===== src/rtl/exe_mem_pipe_reg.sv =====
// ============================================================================
// exe_mem_pipe_reg : EXE->MEM stage register with valid/ready handshake and
//                    2-entry skid buffer, synchronous flush, forwarding taps.
// Revision 1.0 - initial parametrised handshake version
// ============================================================================
`default_nettype none

module exe_mem_pipe_reg #(
    parameter int DATA_W = 32,
    parameter int ADDR_W = 32,
    parameter int DEST_W = 4
) (
    input  logic              clk,
    input  logic              rst,
    input  logic              flush,
    input  logic              in_valid,
    output logic              in_ready,
    input  logic              wb_en_in,
    input  logic              mem_read_en_in,
    input  logic              mem_write_en_in,
    input  logic [DATA_W-1:0] alu_res_in,
    input  logic [DATA_W-1:0] val_rm_in,
    input  logic [ADDR_W-1:0] br_addr_in,
    input  logic [DEST_W-1:0] dest_in,
    output logic              out_valid,
    input  logic              out_ready,
    output logic              wb_en,
    output logic              mem_read_en,
    output logic              mem_write_en,
    output logic [DATA_W-1:0] alu_res,
    output logic [DATA_W-1:0] val_rm,
    output logic [ADDR_W-1:0] br_addr,
    output logic [DEST_W-1:0] dest,
    output logic              fwd_wb_en,
    output logic [DEST_W-1:0] fwd_dest,
    output logic [1:0]        occupancy
);

    // Entry layout, MSB first: {wb_en, mem_read_en, mem_write_en, alu_res, val_rm, br_addr, dest}
    localparam int ENT_W = 3 + 2 * DATA_W + ADDR_W + DEST_W;

    logic [ENT_W-1:0] main_q, main_d;
    logic [ENT_W-1:0] skid_q, skid_d;
    logic [ENT_W-1:0] in_ent;
    logic             main_valid_q, main_valid_d;
    logic             skid_valid_q, skid_valid_d;
    logic             in_ready_q;
    logic             in_fire, out_fire;
    logic             main_wb, main_rd, main_wr;

    assign in_ent   = {wb_en_in, mem_read_en_in, mem_write_en_in,
                       alu_res_in, val_rm_in, br_addr_in, dest_in};
    assign in_fire  = in_valid & in_ready_q;
    assign out_fire = main_valid_q & out_ready;

    always_comb begin
        main_d       = main_q;
        skid_d       = skid_q;
        main_valid_d = main_valid_q;
        skid_valid_d = skid_valid_q;
        if (flush) begin
            // Data fields survive a squash; only the control bits are cleared.
            main_valid_d          = 1'b0;
            skid_valid_d          = 1'b0;
            main_d[ENT_W-1 -: 3]  = 3'b000;
        end else if (!main_valid_q) begin
            if (in_fire) begin
                main_d       = in_ent;
                main_valid_d = 1'b1;
            end
        end else if (!skid_valid_q) begin
            if (in_fire && out_fire) begin
                main_d = in_ent;
            end else if (in_fire) begin
                skid_d       = in_ent;
                skid_valid_d = 1'b1;
            end else if (out_fire) begin
                main_valid_d          = 1'b0;
                main_d[ENT_W-1 -: 3]  = 3'b000;
            end
        end else if (out_fire) begin
            main_d       = skid_q;
            skid_valid_d = 1'b0;
        end
    end

    always_ff @(posedge clk or posedge rst) begin
        if (rst) begin
            main_q       <= '0;
            skid_q       <= '0;
            main_valid_q <= 1'b0;
            skid_valid_q <= 1'b0;
            in_ready_q   <= 1'b1;
        end else begin
            main_q       <= main_d;
            skid_q       <= skid_d;
            main_valid_q <= main_valid_d;
            skid_valid_q <= skid_valid_d;
            // Registered copy of !skid_valid keeps out_ready off the in_ready path.
            in_ready_q   <= !skid_valid_d;
        end
    end

    assign {main_wb, main_rd, main_wr, alu_res, val_rm, br_addr, dest} = main_q;

    assign in_ready     = in_ready_q;
    assign out_valid    = main_valid_q;
    assign wb_en        = main_wb & main_valid_q;
    assign mem_read_en  = main_rd & main_valid_q;
    assign mem_write_en = main_wr & main_valid_q;
    assign fwd_wb_en    = wb_en;
    assign fwd_dest     = dest;
    assign occupancy    = {1'b0, main_valid_q} + {1'b0, skid_valid_q};

endmodule

`default_nettype wire


===== config.mk =====
export PLATFORM = sky130hd
export DESIGN_NAME = exe_mem_pipe_reg
export DESIGN_NICKNAME = d
export VERILOG_FILES = /design/src/rtl/exe_mem_pipe_reg.sv
export SDC_FILE = /design/constraint.sdc
export NUM_CORES = 1
export LEC_CHECK = 0
export CORE_MARGIN = 1.5
export CORE_UTILIZATION = 45
export CTS_BUF_LIST = sky130_fd_sc_hd__clkbuf_8 sky130_fd_sc_hd__clkbuf_16
export DETAILED_ROUTE_END_ITERATION = 16
export PLACE_DENSITY = 0.74
export SLEW_MARGIN = 20
export SYNTH_ARGS = -nofsm -noshare
export SYNTH_HDL_FRONTEND = slang
export SYNTH_SLANG_ARGS = --single-unit

===== constraint.sdc =====
create_clock -name clk -period 15 [get_ports clk]
set_clock_uncertainty 0.15 [all_clocks]
set_input_delay 2.25 -clock clk [delete_from_list [all_inputs] [get_ports clk]]
set_output_delay 2.25 -clock clk [all_outputs]
set_load 0.05 [all_outputs]

Word-level counts from Yosys, hierarchy flattened
Cells that the tools add are included.
- $add $sub $neg: 1
- reduce and logical (&&, ||, !) cells: 8
- muxes and demuxes: 20
- bitwise logic cells: 8
- equal/unequal tests: 4
- operators with widths (cell ; count):
    $mux W103 ; 4
    $mux W100 ; 1
    $mux W3 ; 4
    $mux W1 ; 11
    $reduce_and A4 Y1 ; 2
    $and A1 B1 Y1 ; 5
    $ne A5 B4 Y1 const B ; 1
    $reduce_and A5 Y1 ; 1
    $reduce_bool A5 Y1 ; 1
    $ne A4 B3 Y1 const B ; 1
    $ne A3 B1 Y1 const B ; 1
    $ne A3 B2 Y1 const B ; 1
    $not A1 Y1 ; 3
    $reduce_bool A3 Y1 ; 1
    $add A1 B1 Y2 ; 1
    $reduce_bool A2 Y1 ; 1
    $logic_and A1 B1 Y1 ; 1
    $logic_not A1 Y1 ; 1
- bits of input ports: 108
- output and inout bits: 112
- logic and storage cells: 47
- register bits after elaboration: 209

Longest topological paths before layout
Gate-level depths: netlist of run 1.
- word-level depth: 7
- gate-level depth with buffers: 7

Worst setup path after synthesis of run 1
OpenSTA, ideal clock, no wires.
- kind: reg-to-output
- start: register main_valid_q (netlist: out_valid)
- end: output port wb_en
- cell stages (with the launch flop): 4
- path slack: 10.941 ns
- buffers on the path: 2
- arrival time: 1.659 ns
- path through: dfrtp_1 > buf_2 > and2_1 > buf_4
- word-level cells in the longest chain between the ends: 1
- ends and longest elaborated chain (item ; RTL line ; source):
    from (decl) ; 45 ; logic main_valid_q, main_valid_d;
    from (signal assigned) ; 97 ; main_valid_q <= main_valid_d;
    $and A1 B1 Y1 ; 108 ; assign wb_en = main_wb & main_valid_q;
    to (decl) ; 27 ; output logic wb_en,
Every way passes these cells.

Final worst setup path of run 1
- start: input port in_valid
- end: register skid_q[30]
- word-level cells in the longest chain between the ends: 4
- ends and longest elaborated chain (item ; RTL line ; source):
    from (decl) ; 16 ; input logic in_valid,
    $and A1 B1 Y1 * ; 53 ; assign in_fire = in_valid & in_ready_q;
    $logic_and A1 B1 Y1 ; 72 ; if (in_fire && out_fire) begin
    $not A1 Y1 (no source line) ; - ;
    $reduce_and A5 Y1 (no source line) * ; - ;
    to (signal assigned) ; 96 ; skid_q <= skid_d;
    to (decl) ; 43 ; logic [ENT_W-1:0] skid_q, skid_d;
Mark *: on every way between the ends. The rest lies on a longest branch, timed or not.
A chain may end at the register's enable or synchronous reset.

==> results of run 1 <==
==> metal layers <==
| layer | vias up | part of all wire (%) | GRT usage, % |
|---|---|---|---|
| met5 | - | 0 | 0 |
| met4 | 0 | 2.0 | 4.62 |
| met3 | 28 | 5.7 | 3.41 |
| met2 | 163 | 49 | 28.3 |
| met1 | 2804 | 43 | 22.5 |
| li1 | 2489 | - | - |
==> how the worst min path moves through the flow <==
stage,start,endpoint,slack [ns],depth (start not counted)
6_report,main_q[100],main_q[100],0.35,2
5_1_grt,main_q[40],main_q[40],0.36,1
4_1_cts,main_q[100],main_q[100],0.35,2
3_5_place_dp,main_q[100],main_q[100],0.34,2
3_3_place_gp,main_q[100],main_q[100],0.31,2
2_1_floorplan,main_q[100],main_q[100],0.29,2
==> kinds of logic (layout without fill, tap and decap cells) <==
logic type	count (synthesis)	after routing	synth area share (%)
muxes	306	306	36.3
DFF	209	209	51.3
buffers and inverters	145	269	10.7
and+or+nand+nor	13	13	0.723
AOI/OAI and AO/OA	11	11	0.760
adders and majority gates	2	2	0.245
==> worst reg2reg max path: cells and delay by family, from the launching register on <==
family	cells	cell delay (ns)
flops	1	0.52
simple gates	2	1.02
mux	1	0.47
buf+inv	1	0.91
==> cells in the final DEF (no fill, tap or decap) <==
cell type	instances
clkbuf_16	23
mux2_2	235
nand2_4	1
o21ai_0	2
nand4_1	1
inv_6	1
a211o_4	1
nor2b_1	1
nand3_1	1
a21oi_1	2
inv_1	7
a21o_1	1
inv_8	1
dfrtp_1	208
and3_1	1
o21a_1	1
dfstp_2	1
mux2_4	70
or4b_4	1
clkinv_2	3
clkbuf_8	8
clkdlybuf4s50_1	219
and2_1	3
buf_4	4
a22o_1	2
mux2i_1	1
nand2_1	2
ha_1	2
nand2b_1	1
bufinv_16	3
a2bb2oi_1	1
nor2_1	1
o31ai_1	1
==> flip-flops by register name (all words and copies together) (netlist names) <==
signal	count
main_q	103
skid_valid_q	1
out_valid	1
skid_q	103
in_ready	1
==> where the power goes <==
group          internal [mW]  switching (mW)
Combinational          0.304           0.365
Clock                  0.370           0.219
Sequential             0.715          0.0839
==> layout make-up <==
class / count / area share, %
sequential: 209 / 41.7
multi-input combinational: 332 / 31.1
timing repair buffer: 223 / 17.7
clock buffer: 31 / 5.47
tap: 280 / 2.79
clock inverter: 10 / 0.997
inverter: 5 / 0.209
==> summary.md, run 1 <==
| Metric | Value |
|---|---|
| P&R area growth vs syn | `22.9%` |
| Io pins | `220` |
| Synth area leaders | `dfrtp_1 (51%), mux2_2 (26%), mux2_4 (10%)` |
| Register Area | `5230 µm²` |
| Leading area contributor after synthesis | `dfrtp_1` |
| CP Buf/Inv Count | `2` |
| Post-DP HPWL | `13,000 µm` |
| Endpoints failing hold | `0` |
| Routed Wire Length | `19,900 µm` |
| Worst hold margin | `0.346 ns` |
| Crit path launch | `in_valid` |
| Antenna violations before repair | `0` |
| Status | `finished clean` |
| Die height | `approximately 150 µm` |
| Core ar. | `22,000 µm²` |
| Total of max-cap violations | `0` |
| Crit path required time | `roughly 15 ns` |
| Final period utilization | `between 30% and 40%` |
| Die width | `154 µm` |
| Clk slew on worst S/H paths | `~0.050 ns` |
| Critical path cell sequence | `clkdlybuf4s50_1, nand2_1, or4b_4, buf_4, mux2_2` |
| Pwr Total | `2.06 mW` |
| Max Buffers Root-to-Sink | `3` |
| Max-slew violations | `0` |
| Final core occ | `57.0%` |
| Cts hold-fix bufs | `0` |
| H-tree depth | `1` |
| Peak VDD IR | `82.6 µV` |
| Static leakage | `5.62 nW` |
| Num CTS Buffers | `23` |
| Seq cells post-synth | `roughly 210` |
| Worst slew pin tran | `around 0.96 ns` |
| Synth unique cells | `29` |
| Port bufs | `219` |
| Post-synth EDFFs | `0` |
| Final cell count without fillers | `about 1,100` |
| Slowest CP cell | `buf_4` |
| Synthesized area | `10,200 µm²` |
| Crit path capture | `skid_q[30]` |
| Vias | `5,484` |
| Reg2reg start | `out_valid` |
| Post-CTS Setup Repair Bufs | `0` |
| Placed cells | `~1,000` |
| RSZ-0062 raised after global routing | `false` |
| Critical path type | `in2reg` |
| Mapped Nets | `796` |
| Grt total ovfl | `0` |
| Leading cell types by count after synthesis | `mux2_2 (235), dfrtp_1 (208), buf_4 (105), mux2_4 (70), buf_2 (22)` |
| Synth Flop Type | `dfrtp_1` |
| GPL Wtd Cong | `0.759` |
| Cells after synthesis | `686` |
| R2r endpoint | `skid_q[30]` |
| Die area | `23,600 µm²` |
| Worst skew pair latency | `0.49 ns` |
| Largest net degree at the start of global routing | `135` |
| Clk root buf | `clkbuf_16` |
| First-pass GRT wire length | `32,500 µm` |
| HP Class | `reg2reg` |
| Max incr delay on CP | `0.84 ns` |
| PD cells | `164 nW/µm²` |
| CP endpoint kind | `flop` |
| Post-DR wirelength/cell | `18.2 µm` |
| Post-detailed-route DRC marker count | `0` |
| Critical path's top delay family | `buffers and inverters` |
| Post_cts resized | `0` |
| Slew headroom | `between 30% and 40%` |
| Number of global-route vias before repair | `6,032` |
| Final worst path period need | `4.77 ns` |
| Setup-failing EPs final | `0` |
| Final instance area | `12,500 µm²` |
| Pre-CTS setup slack | `approximately 10 ns` |
| Final TNS setup | `0 ns` |
| Yosys warning total | `0` |
| Final net count | `904` |
| Critical path arrival | `4.99 ns` |
| Seq/Total Area, Yosys | `51.3%` |
| Initial Utilization | `46.3%` |
| Avg Inst Size Synth | `14.9 µm²` |
| Routed Antenna Nets | `0` |
| Startpoint types | `input pin` |
| Drt via density | `5.03` |
| GRT Overall Usage | `16.9%` |
| DRT Pass-1 Iters | `4` |
| Initial DRC count | `124` |
| Cell count of the worst reg-to-reg path | `4` |
| Cell Rows | `54` |
| Antenna diode count | `0` |
| Critical path depth | `5` |
| Setup WS post-layout | `about 10 ns` |
| CTS tree | `yes` |
| Fmax | `210 MHz` |
| Most frequent cell after synthesis | `mux2_2` |
| # fillers | `1,707` |
| Synth top area share | `51.0%` |
| Reg-to-reg setup timing slack | `between 10 and 15 ns` |
| CP Max Fanout | `55` |
| Multi-input gate area | `3900 µm²` |
| Share of cells above drive strength 1 | `about 43%` |
| Area after DPL | `11,700 µm²` |
| CTS sink count | `209` |
| Asr flop ratio synth | `100%` |
Note: power is estimated with default switching activity, not from simulation.
==> run 2, diff against run 1 <==
==> constraint.sdc (replaced) <==
create_clock -name clk -period 4.49 [get_ports clk]
set_clock_uncertainty 0.15 [all_clocks]
set_input_delay 0.6735 -clock clk [delete_from_list [all_inputs] [get_ports clk]]
set_output_delay 0.6735 -clock clk [all_outputs]
set_load 0.05 [all_outputs]
==> summary.md, run 2 (same netlist as run 1, synthesis figures left out) <==
| Metric | Value |
|---|---|
| Die height | `154 µm` |
| GRT Overall Usage | `between 10% and 20%` |
| Port bufs | `around 220` |
| Largest net degree at the start of global routing | `87` |
| Io pins | `220` |
| Clk root buf | `clkbuf_16` |
| Number of global-route vias before repair | `6,214` |
| DRT Pass-1 Iters | `4` |
| Antenna diode count | `0` |
| GPL Wtd Cong | `0.751` |
| Routed Wire Length | `a little over 20,000 µm` |
| Hold depth | `2` |
| Routed Antenna Nets | `0` |
| Worst skew pair latency | `0.49 ns` |
| Final worst path period need | `just over 3 ns` |
| Slew headroom | `between 30% and 40%` |
| R2r endpoint | `skid_q[57]` |
| Die width | `154 µm` |
| Post-CTS Setup Repair Bufs | `0` |
| Most frequent cells in the layout | `mux2_2 (235), clkdlybuf4s50_1 (219), dfrtp_1 (208)` |
| Cell count of the worst reg-to-reg path | `4` |
| CTS tree | `yes` |
| Status | `finished clean` |
| Startpoint types | `flop` |
| CP Max Fanout | `14` |
| Clk slew on worst S/H paths | `0.06 ns` |
| Largest registers | `main_q: 103 flops, skid_q: 103 flops` |
| Fmax | `approximately 320 MHz` |
| Worst slew pin tran | `0.951 ns` |
| Final core occ | `57.0%` |
| Endpoints failing hold | `0` |
| Max Buffers Root-to-Sink | `3` |
| Grt total ovfl | `0` |
| Final cell count without fillers | `1,092` |
| P&R area growth vs syn | `22.9%` |
| Crit path required time | `3.67 ns` |
| Reg2reg start | `out_valid` |
| Post-DP HPWL | `13,500 µm` |
| PD cells | `~540 nW/µm²` |
| Peak VDD IR | `267 µV` |
| Placed cells | `1,052` |
| Cts hold-fix bufs | `0` |
| Setup-failing EPs final | `0` |
| Post-DR wirelength/cell | `~18 µm` |
| Initial Utilization | `46.3%` |
| RSZ-0062 raised after global routing | `false` |
| Commonest non-fill, non-tap cell in the layout | `mux2_2` |
| Static leakage | `5.62 nW` |
| Post_cts resized | `0` |
| Die area | `23,600 µm²` |
| Final period utilization | `about 69%` |
| Post-detailed-route DRC marker count | `0` |
| Antenna violations before repair | `0` |
| H-tree depth | `1` |
| CTS sink count | `209` |
| Max-slew violations | `0` |
| Total of max-cap violations | `0` |
| Num CTS Buffers | `23` |
| Drt via density | `around 5.1` |
| Cell Rows | `54` |
| Final TNS setup | `0 ns` |
| HP Class | `reg2reg` |
| Critical path type | `reg2out` |
| Hold path start | `main_q[100]` |
| CP endpoint kind | `primary output` |
| Core ar. | `22,000 µm²` |
| Pwr Total | `6.74 mW` |
| Critical path arrival | `2.29 ns` |
| Reg-to-reg setup timing slack | `roughly 1.7 ns` |
| Vias | `5,520` |
| Share of cells above drive strength 1 | `43.6%` |
| Initial DRC count | `~170` |
| First-pass GRT wire length | `roughly 33,000 µm` |
| Hold endpoint | `main_q[100]` |
| Final net count | `907` |
==> run 2: layout make-up <==
| cell class | instances | area [µm²] |
|---|---|---|
| Fill cell | 1703 | 9480 |
| Sequential cell | 209 | 5230 |
| Tap cell | 280 | 350 |
| Multi-Input combinational cell | 332 | 3900 |
| Clock buffer | 30 | 672 |
| Inverter | 5 | 22.5 |
| Timing Repair Buffer | 226 | 2290 |
| Clock inverter | 10 | 73.8 |
==> run 2: worst max-delay path: stages (launching register included) <==
cell	delay [ns]
dfrtp_1	0.61
ha_1	0.31
inv_1	0.08
clkdlybuf4s50_1	0.80
==> run 2: power breakdown <==
part           switching, mW  total (mW)  internal [mW]
sequential             0.282        2.67           2.39
combinational           1.22        2.24           1.02
clock                  0.724        1.83           1.10
==> run 2: stage by stage <==
step | setup WS [ns] | area [µm²] | hold WS, ns
CTS | 1.35 | 12500 | 0.338
floorplan | 0.953 | 10200 | 0.290
global route | 1.27 | 12500 | 0.361
detailed placement | 1.13 | 11800 | 0.325
finish | 1.38 | 12500 | 0.337
global placement | 1.20 | 11800 | 0.313
==> run 2: worst max-delay path by stage <==
stage | to | slack (ns) | start | depth (start not counted)
after global placement | skid_q[55] | 1.20 | in_valid | 5
after detailed placement | skid_q[69] | 1.13 | in_valid | 5
after floorplan | main_q[0] | 0.95 | rst | 1
final | occupancy[0] | 1.38 | out_valid | 3
after CTS | occupancy[0] | 1.35 | out_valid | 3
after global routing | occupancy[0] | 1.27 | out_valid | 3
==> run 2: metal layers <==
metal	up-vias	global-route usage, %	share of wire [%]
li1	2510	-	-
met1	2827	22.4	43
met2	161	29.7	49
met3	22	3.18	5.4
met4	0	4.30	1.7
met5	-	0	0
